`src/rtl/inst_fetch.sv`:
```
// Instruction fetch unit: owns the PC, issues single-outstanding reads to
// instruction memory and buffers returned words in a small FIFO for decode.
module inst_fetch #(
   parameter logic [31:0] RESET_PC = 32'h00000000,
   parameter int          DEPTH    = 2
) (
   input  logic        clk,
   input  logic        rst,
   output logic        imem_req,
   output logic [31:0] imem_addr,
   input  logic        imem_ack,
   input  logic [31:0] imem_rdata,
   output logic [31:0] inst,
   output logic [31:0] inst_pc,
   output logic        inst_valid,
   input  logic        inst_ready,
   input  logic        jump_en,
   input  logic [31:0] jump_target
);

   localparam int          PW  = $clog2(DEPTH);
   localparam int          CW  = $clog2(DEPTH + 1);
   localparam logic [31:0] NOP = 32'h00000013;

   typedef enum logic {
      S_FETCH   = 1'b0,
      S_DISCARD = 1'b1
   } state_t;

   state_t          r_state;
   logic            r_pending;
   logic [31:0]     r_req_addr;
   logic [31:0]     r_fetch_pc;
   logic [31:0]     r_fifo_pc   [DEPTH];
   logic [31:0]     r_fifo_inst [DEPTH];
   logic [PW-1:0]   r_rd_ptr;
   logic [PW-1:0]   r_wr_ptr;
   logic [CW-1:0]   r_count;
   logic            r_inst_valid;
   logic [31:0]     r_inst;
   logic [31:0]     r_inst_pc;

   logic            w_ack;
   logic            w_pop;
   logic            w_push;
   logic            w_keep;
   logic            w_launch;
   logic [31:0]     w_target;
   logic [31:0]     w_fetch_pc_next;
   logic [CW-1:0]   w_count_next;
   logic [CW-1:0]   w_base;
   logic [PW-1:0]   w_rd_next;
   logic [PW-1:0]   w_wr_next;
   state_t          w_state_next;
   logic            w_head_valid;
   logic [31:0]     w_head_inst;
   logic [31:0]     w_head_pc;

   assign imem_req   = r_pending;
   assign imem_addr  = r_req_addr;
   assign inst       = r_inst;
   assign inst_pc    = r_inst_pc;
   assign inst_valid = r_inst_valid;

   // Next-state computation: handshakes, redirect, launch decision and next FIFO head.
   always_comb begin
      w_ack           = r_pending & imem_ack;
      w_pop           = r_inst_valid & inst_ready;
      w_target        = jump_target & 32'hFFFF_FFFC;
      w_keep          = r_pending & ~w_ack;
      w_push          = 1'b0;
      w_count_next    = r_count;
      w_fetch_pc_next = r_fetch_pc;
      w_rd_next       = r_rd_ptr;
      w_wr_next       = r_wr_ptr;
      w_state_next    = r_state;
      w_base          = r_count - CW'(w_pop);
      if (jump_en) begin
         // A redirect empties the buffer; a same-edge ack or pop is absorbed.
         w_count_next    = {CW{1'b0}};
         w_fetch_pc_next = w_target;
         w_rd_next       = {PW{1'b0}};
         w_wr_next       = {PW{1'b0}};
         w_state_next    = w_keep ? S_DISCARD : S_FETCH;
      end else begin
         w_push          = w_ack & (r_state == S_FETCH);
         w_count_next    = r_count + CW'(w_push) - CW'(w_pop);
         w_rd_next       = w_pop  ? r_rd_ptr + PW'(1'b1) : r_rd_ptr;
         w_wr_next       = w_push ? r_wr_ptr + PW'(1'b1) : r_wr_ptr;
         w_fetch_pc_next = w_push ? r_fetch_pc + 32'd4 : r_fetch_pc;
         w_state_next    = w_keep ? r_state : S_FETCH;
      end
      w_launch     = ~w_keep & (w_count_next < CW'(DEPTH));
      w_head_valid = (w_count_next != {CW{1'b0}});
      // When the buffer drains to the incoming word, the head comes from the bus.
      if (!w_head_valid) begin
         w_head_inst = NOP;
         w_head_pc   = 32'h00000000;
      end else if ((w_base == {CW{1'b0}}) && w_push) begin
         w_head_inst = imem_rdata;
         w_head_pc   = r_req_addr;
      end else begin
         w_head_inst = r_fifo_inst[w_rd_next];
         w_head_pc   = r_fifo_pc[w_rd_next];
      end
   end

   // Control state, request port and registered decode outputs.
   always_ff @(posedge clk) begin
      if (rst) begin
         r_state      <= S_FETCH;
         r_pending    <= 1'b0;
         r_req_addr   <= RESET_PC;
         r_fetch_pc   <= RESET_PC;
         r_rd_ptr     <= {PW{1'b0}};
         r_wr_ptr     <= {PW{1'b0}};
         r_count      <= {CW{1'b0}};
         r_inst_valid <= 1'b0;
         r_inst       <= NOP;
         r_inst_pc    <= 32'h00000000;
      end else begin
         r_state      <= w_state_next;
         r_pending    <= w_keep | w_launch;
         r_req_addr   <= w_launch ? w_fetch_pc_next : r_req_addr;
         r_fetch_pc   <= w_fetch_pc_next;
         r_rd_ptr     <= w_rd_next;
         r_wr_ptr     <= w_wr_next;
         r_count      <= w_count_next;
         r_inst_valid <= w_head_valid;
         r_inst       <= w_head_inst;
         r_inst_pc    <= w_head_pc;
      end
   end

   // FIFO storage; contents are only meaningful below the occupancy count.
   always_ff @(posedge clk) begin
      if (!rst && w_push) begin
         r_fifo_pc[r_wr_ptr]   <= r_req_addr;
         r_fifo_inst[r_wr_ptr] <= imem_rdata;
      end
   end

endmodule

```
`config.mk`:
```
export PLATFORM = sky130hd
export DESIGN_NAME = inst_fetch
export DESIGN_NICKNAME = d
export VERILOG_FILES = /design/src/rtl/inst_fetch.sv
export SDC_FILE = /design/constraint.sdc
export NUM_CORES = 1
export LEC_CHECK = 0
export CORE_MARGIN = 4
export CORE_UTILIZATION = 25
export CTS_BUF_LIST = sky130_fd_sc_hd__clkbuf_4 sky130_fd_sc_hd__clkbuf_8
export DETAILED_ROUTE_END_ITERATION = 16
export GPL_TIMING_DRIVEN = 1
export PLACE_DENSITY = 0.47
export SLEW_MARGIN = 15
export SYNTH_ARGS = -nofsm -noshare
export SYNTH_HDL_FRONTEND = slang
export SYNTH_SLANG_ARGS = --single-unit
```
`constraint.sdc`:
```
create_clock -name clk -period 9.5 [get_ports clk]
set_input_delay 1.9 -clock clk [delete_from_list [all_inputs] [get_ports clk]]
set_output_delay 1.9 -clock clk [all_outputs]
set_load 0.01 [all_outputs]
```
# == Word-level counts from Yosys, hierarchy flattened ==
# Memory sizes are Yosys's and may differ from the RTL's.
# Cells that the tools add are included.
# classes
n_addsub,6
n_mux,13
n_lt_le_gt_ge,1
n_bitwise,10
n_eq_ne,1
reduce_logical,7
# ops
cell,count
$mux 32,4
$add 32x3->32 const B,1
$mux 1,8
$and 1x1->1,5
$not 1->1,4
$reduce_or 2->1,2
$sub 2x1->2,2
$add 1x1->1 const B,2
$add 2x1->2,1
$logic_and 1x1->1,2
$logic_not 2->1,1
$lt 2x2->1 const B,1
$mux 2,1
$ne 2x2->1 const B,1
$reduce_bool 2->1,1
$logic_not 1->1,1
$or 1x1->1,1
# totals
register_bits,135
output_inout_bits,98
ram_bits,128
n_memories,2
wordCells,50
# memory_table
name,depth,word_bits,rd,rd_ports_with_merged_regs,wr,line_no,source
r_fifo_inst,2,32,1,0,1,35,logic [31:0] r_fifo_inst [DEPTH];
r_fifo_pc,2,32,1,0,1,34,logic [31:0] r_fifo_pc [DEPTH];

# == Depth between registers and ports, before layout ==
# logic_depth
depth_word,8
ltp_mapped,11
ltp_nobuf,9

# == Least setup slack after synthesis ==
# OpenSTA, ideal clock, no wires.
# synth_path
kind,input to register
startpoint,in rst
endpoint,"mem r_fifo_inst[0][0], enable pin"
path_stages,4
setup_ps,565
arrival_time_ps,6842
n_path_buf,2
setup_slack_ps,2093
cell_sequence,clkbuf_1 or2_2 clkbuf_1 nor3_1
# synth_between
elab_chain_len,4
# synth_rtl
element,line_no,source
start: declaration,8,"input logic rst,"
$logic_not 1->1,137,if (!rst && w_push) begin
$logic_and 1x1->1,137,
$mux 1,137,
$mux 1 (not written as such),139,r_fifo_inst[r_wr_ptr] <= imem_rdata;
end: declaration,35,
# No other way between the ends.

# == Worst setup path in the final report ==
# layout_path
startpoint,in imem_ack
endpoint,"reg r_inst[1], in the netlist inst[1]"
# layout_between
elab_chain_len,8
# layout_rtl
element,line_no,source
start: declaration,11,"input logic imem_ack,"
$and 1x1->1 *,67,w_ack = r_pending & imem_ack;
$and 1x1->1 *,86,w_push = w_ack & (r_state == S_FETCH);
$add 2x1->2,87,w_count_next = r_count + CW'(w_push) - CW'(w_pop);
$sub 2x1->2,87,
$mux 2,78,if (jump_en) begin
$reduce_bool 2->1,94,w_head_valid = (w_count_next != {CW{1'b0}});
$not 1->1 (no source line),n/a,
$reduce_or 2->1 (no source line),n/a,
end signal: assignment,130,r_inst <= w_head_inst;
end: declaration,40,logic [31:0] r_inst;
# Mark *: on every way between the ends. The rest lies on a longest branch, timed or not.
# A chain may end at the register's enable or synchronous reset.

==> flow_summary.toml <==
[run_status]
status = "finished clean"

[clock_network]
path_clk_slew_ns = 0.06
cts_buffer_depth = 3
cts_tree = "built"
cts_resized = 0
cts_setup_buffers = 0
cts-buffers-inserted = 46
insertion_delay_ns = 0.56
cts.sinks = 263
cts_hold_buf = 0
clock-root-buffer = "clkbuf_8"
cts_htree_levels = 2

[floorplan]
die_h_microns = 207
die_w_microns = 207
design.core.area_sq_um = 38900
row_count = 72
die_area_sq_um = 42800
io_pins = 167
start_util = 0.254

[synthesis]
syn_nets = 863
synth_edf_count = 128
ys_ff_latch = 263
synth_cells = 792
yosys_most_used_dff = "dfxtp_1"
synth_cell_types = 58
avgSynthCellArea_sq_um = 12.5
ys_seq_area_frac = 0.662
synth.cell_area_sq_um = 9890
yosysWarnings = 0
async_reset_ff_frac = 0

[setup_path]
crit_fanout = 62
cp.arrival_ns = 5.39
path_cells = "clkdlybuf4s50_1 -> and3b_1 -> xnor2_1 -> ha_1 -> xor2_1 -> nor3b_1 -> nor2_1 -> o21ai_4 -> buf_4 -> inv_1 -> o21ai_0"
critPathTopFamily = "buffers and inverters"
setup.worst_path.class = "input port to flip-flop"
cp-end-kind = "flip-flop"
startpoint_type = "input port"
cpMaxStageDelayCell = "buf_4"
cp.required_ns = 9.97
path_buf_inv = 3
slowest_delay_ns = 0.63

[detailed_routing]
num_vias = 6747
via_per_inst = 4.45
ant_nets = 0
postRouteWirelength_microns = 26500
drc = 0
wl_per_cell_microns = 17.5
drt_first_pass_iters = 5
drtIter0Drc = 363

[global_route]
grt_pass1_wl_microns = 40300
grt_max_degree = 86
overflow = 0
use_met2 = 0.199
busiest_layer = "met2"
grt_antenna_before_repair = 0
grt.total_usage = 0.122
grt_pass1_vias = 6782
gr-usage-met3 = 0.0302
met1_usage = 0.159

[pwr]
p_leak_nw = 4.40
vdd_ir_drop_max_mv = 0.0772
power_density_nw_per_um2 = 197
total_power_mw = 2.58

[cells_and_area]
diodes = 0
drive_gt1_frac = 0.113
syn2layout_area_growth_pct = 32.4
layout.nets = 1031

[timing]
post-route-min-period_ns = 4.93
rsz0062_at_grt = "false"
setup_viol = 0
finalHoldViolations = 0
slew_headroom = 0.347
finalSetupTns_ns = 0
tightest_slew_ns = 0.977
clock_skew_ns = 0.0173
setup_slack_ns = 4.57
fmax_mhz = 203
fin_crit_sh = 0.519
slew_violations = 0

[placement]
place_congestion = 0.766
io_buffers = 164
place_ws_ns = 3.95
dpl.hpwl_microns = 17100

[worst_hold_path]
hold_class = "flip-flop to flip-flop"

[job]
drv_cap = 0
placed cells by master, fill, tap and decap left out, types with 15 or more instances in the layout:
cell type and instances:
clkdlybuf4s50_1 164, nor2_1 94, a21oi_1 15, a211oi_1 71
o22a_1 19, mux2i_1 63, nand2_1 34, clkbuf_8 58
clkbuf_4 16, dfxtp_1 135, o21ai_0 18, edfxtp_1 128
routing by layer:
layer  up-vias  wire (microns)  part of all wire
met3        42            1520             0.057
met5         -               0                 0
met1      3210           12000              0.45
met4         0             595             0.022
li1       3332               -                 -
met2       163           12400              0.47
where the power goes:
part / internal [mW] / total, mW / switching [mW] / leakage [nW]
Combinational: 0.104 / 0.209 / 0.105 / 1.58
Clock: 0.640 / 1.10 / 0.460 / 0.539
Sequential: 1.23 / 1.27 / 0.0402 / 2.27
Total: 1.98 / 2.58 / 0.605 / 4.40
synth_stat cells, types with 5 or more instances:
library cell,count,share of area
o22a_1,19,0.017
nor3_1,12,0.0061
edfxtp_1,128,0.39
buf_1,6,0.0023
a211oi_1,71,0.054
clkbuf_1,42,0.016
mux2i_1,63,0.064
buf_2,6,0.0030
nor2b_1,8,0.0051
a31oi_1,8,0.0051
nor2_1,94,0.036
a21oi_1,16,0.0081
nand4_1,9,0.0057
or4_1,8,0.0061
nand2_1,34,0.013
nor4_1,10,0.0063
dfxtp_1,135,0.27
nand3_1,12,0.0061
xnor2_1,10,0.0089
nand2b_1,5,0.0032
inv_1,7,0.0027
o21ai_0,18,0.0091
or3_1,7,0.0044
cell families after synthesis:
| group | Yosys count | synth area share |
|---|---|---|
| buffers and inverters | 62 | 0.0251 |
| adders and majority gates | 2 | 0.00253 |
| muxes | 63 | 0.0638 |
| xor gates and xnor gates | 13 | 0.0115 |
| AOI/OAI and AO/OA | 167 | 0.124 |
| and+or+nand+nor | 222 | 0.111 |
| DFF | 263 | 0.662 |
through the flow:
step | hold WS, ns | util | std cells | instance area (sq um)
after floorplan | 0.429 | - | 792 | 9890
after global placement | 0.446 | 0.311 | 1430 | 12100
after detailed placement | 0.450 | 0.311 | 1430 | 12100
after CTS | 0.469 | 0.336 | 1515 | 13100
after global routing | 0.482 | 0.336 | 1515 | 13100
final | 0.472 | 0.336 | 1515 | 13100
sequential cells by signal (all words and copies together) (netlist names):
register,flops
r_fetch_pc,32
r_rd_ptr,1
imem_req,1
r_count,2
inst_pc,32
inst,32
r_fifo_inst,64
r_state,1
r_wr_ptr,1
r_fifo_pc,64
imem_addr,32
inst_valid,1
final timing paths:
| check | from | to | slack [ns] | depth (start not counted) |
|---|---|---|---|---|
| setup / recovery | imem_ack | inst[1] | 4.57 | 11 |
| hold / removal | r_fetch_pc[0] | r_fetch_pc[0] | 0.47 | 1 |
| setup reg to reg | imem_req | inst[1] | 6.02 | 10 |
| hold reg to reg | r_fetch_pc[0] | r_fetch_pc[0] | 0.47 | 1 |
worst reg2reg max path: stages, from the launching register on:
cell and delay, ns:
dfxtp_1 0.43, and3b_1 0.44, xnor2_1 0.17, ha_1 0.18, xor2_1 0.17, nor3b_1 0.58, nor2_1 0.24, o21ai_4 0.16
buf_4 0.63, inv_1 0.26, o21ai_0 0.13
layout make-up:
| type | instances | area [sq um] |
|---|---|---|
| Timing Repair Buffer | 175 | 1720 |
| Sequential cell | 263 | 6550 |
| Tap cell | 518 | 648 |
| Inverter | 7 | 26.3 |
| Clock inverter | 11 | 81.3 |
| Fill cell | 3935 | 25800 |
| Clock buffer | 74 | 918 |
| Multi-Input combinational cell | 467 | 3150 |
No activity file was read; power rests on OpenSTA's default activity.
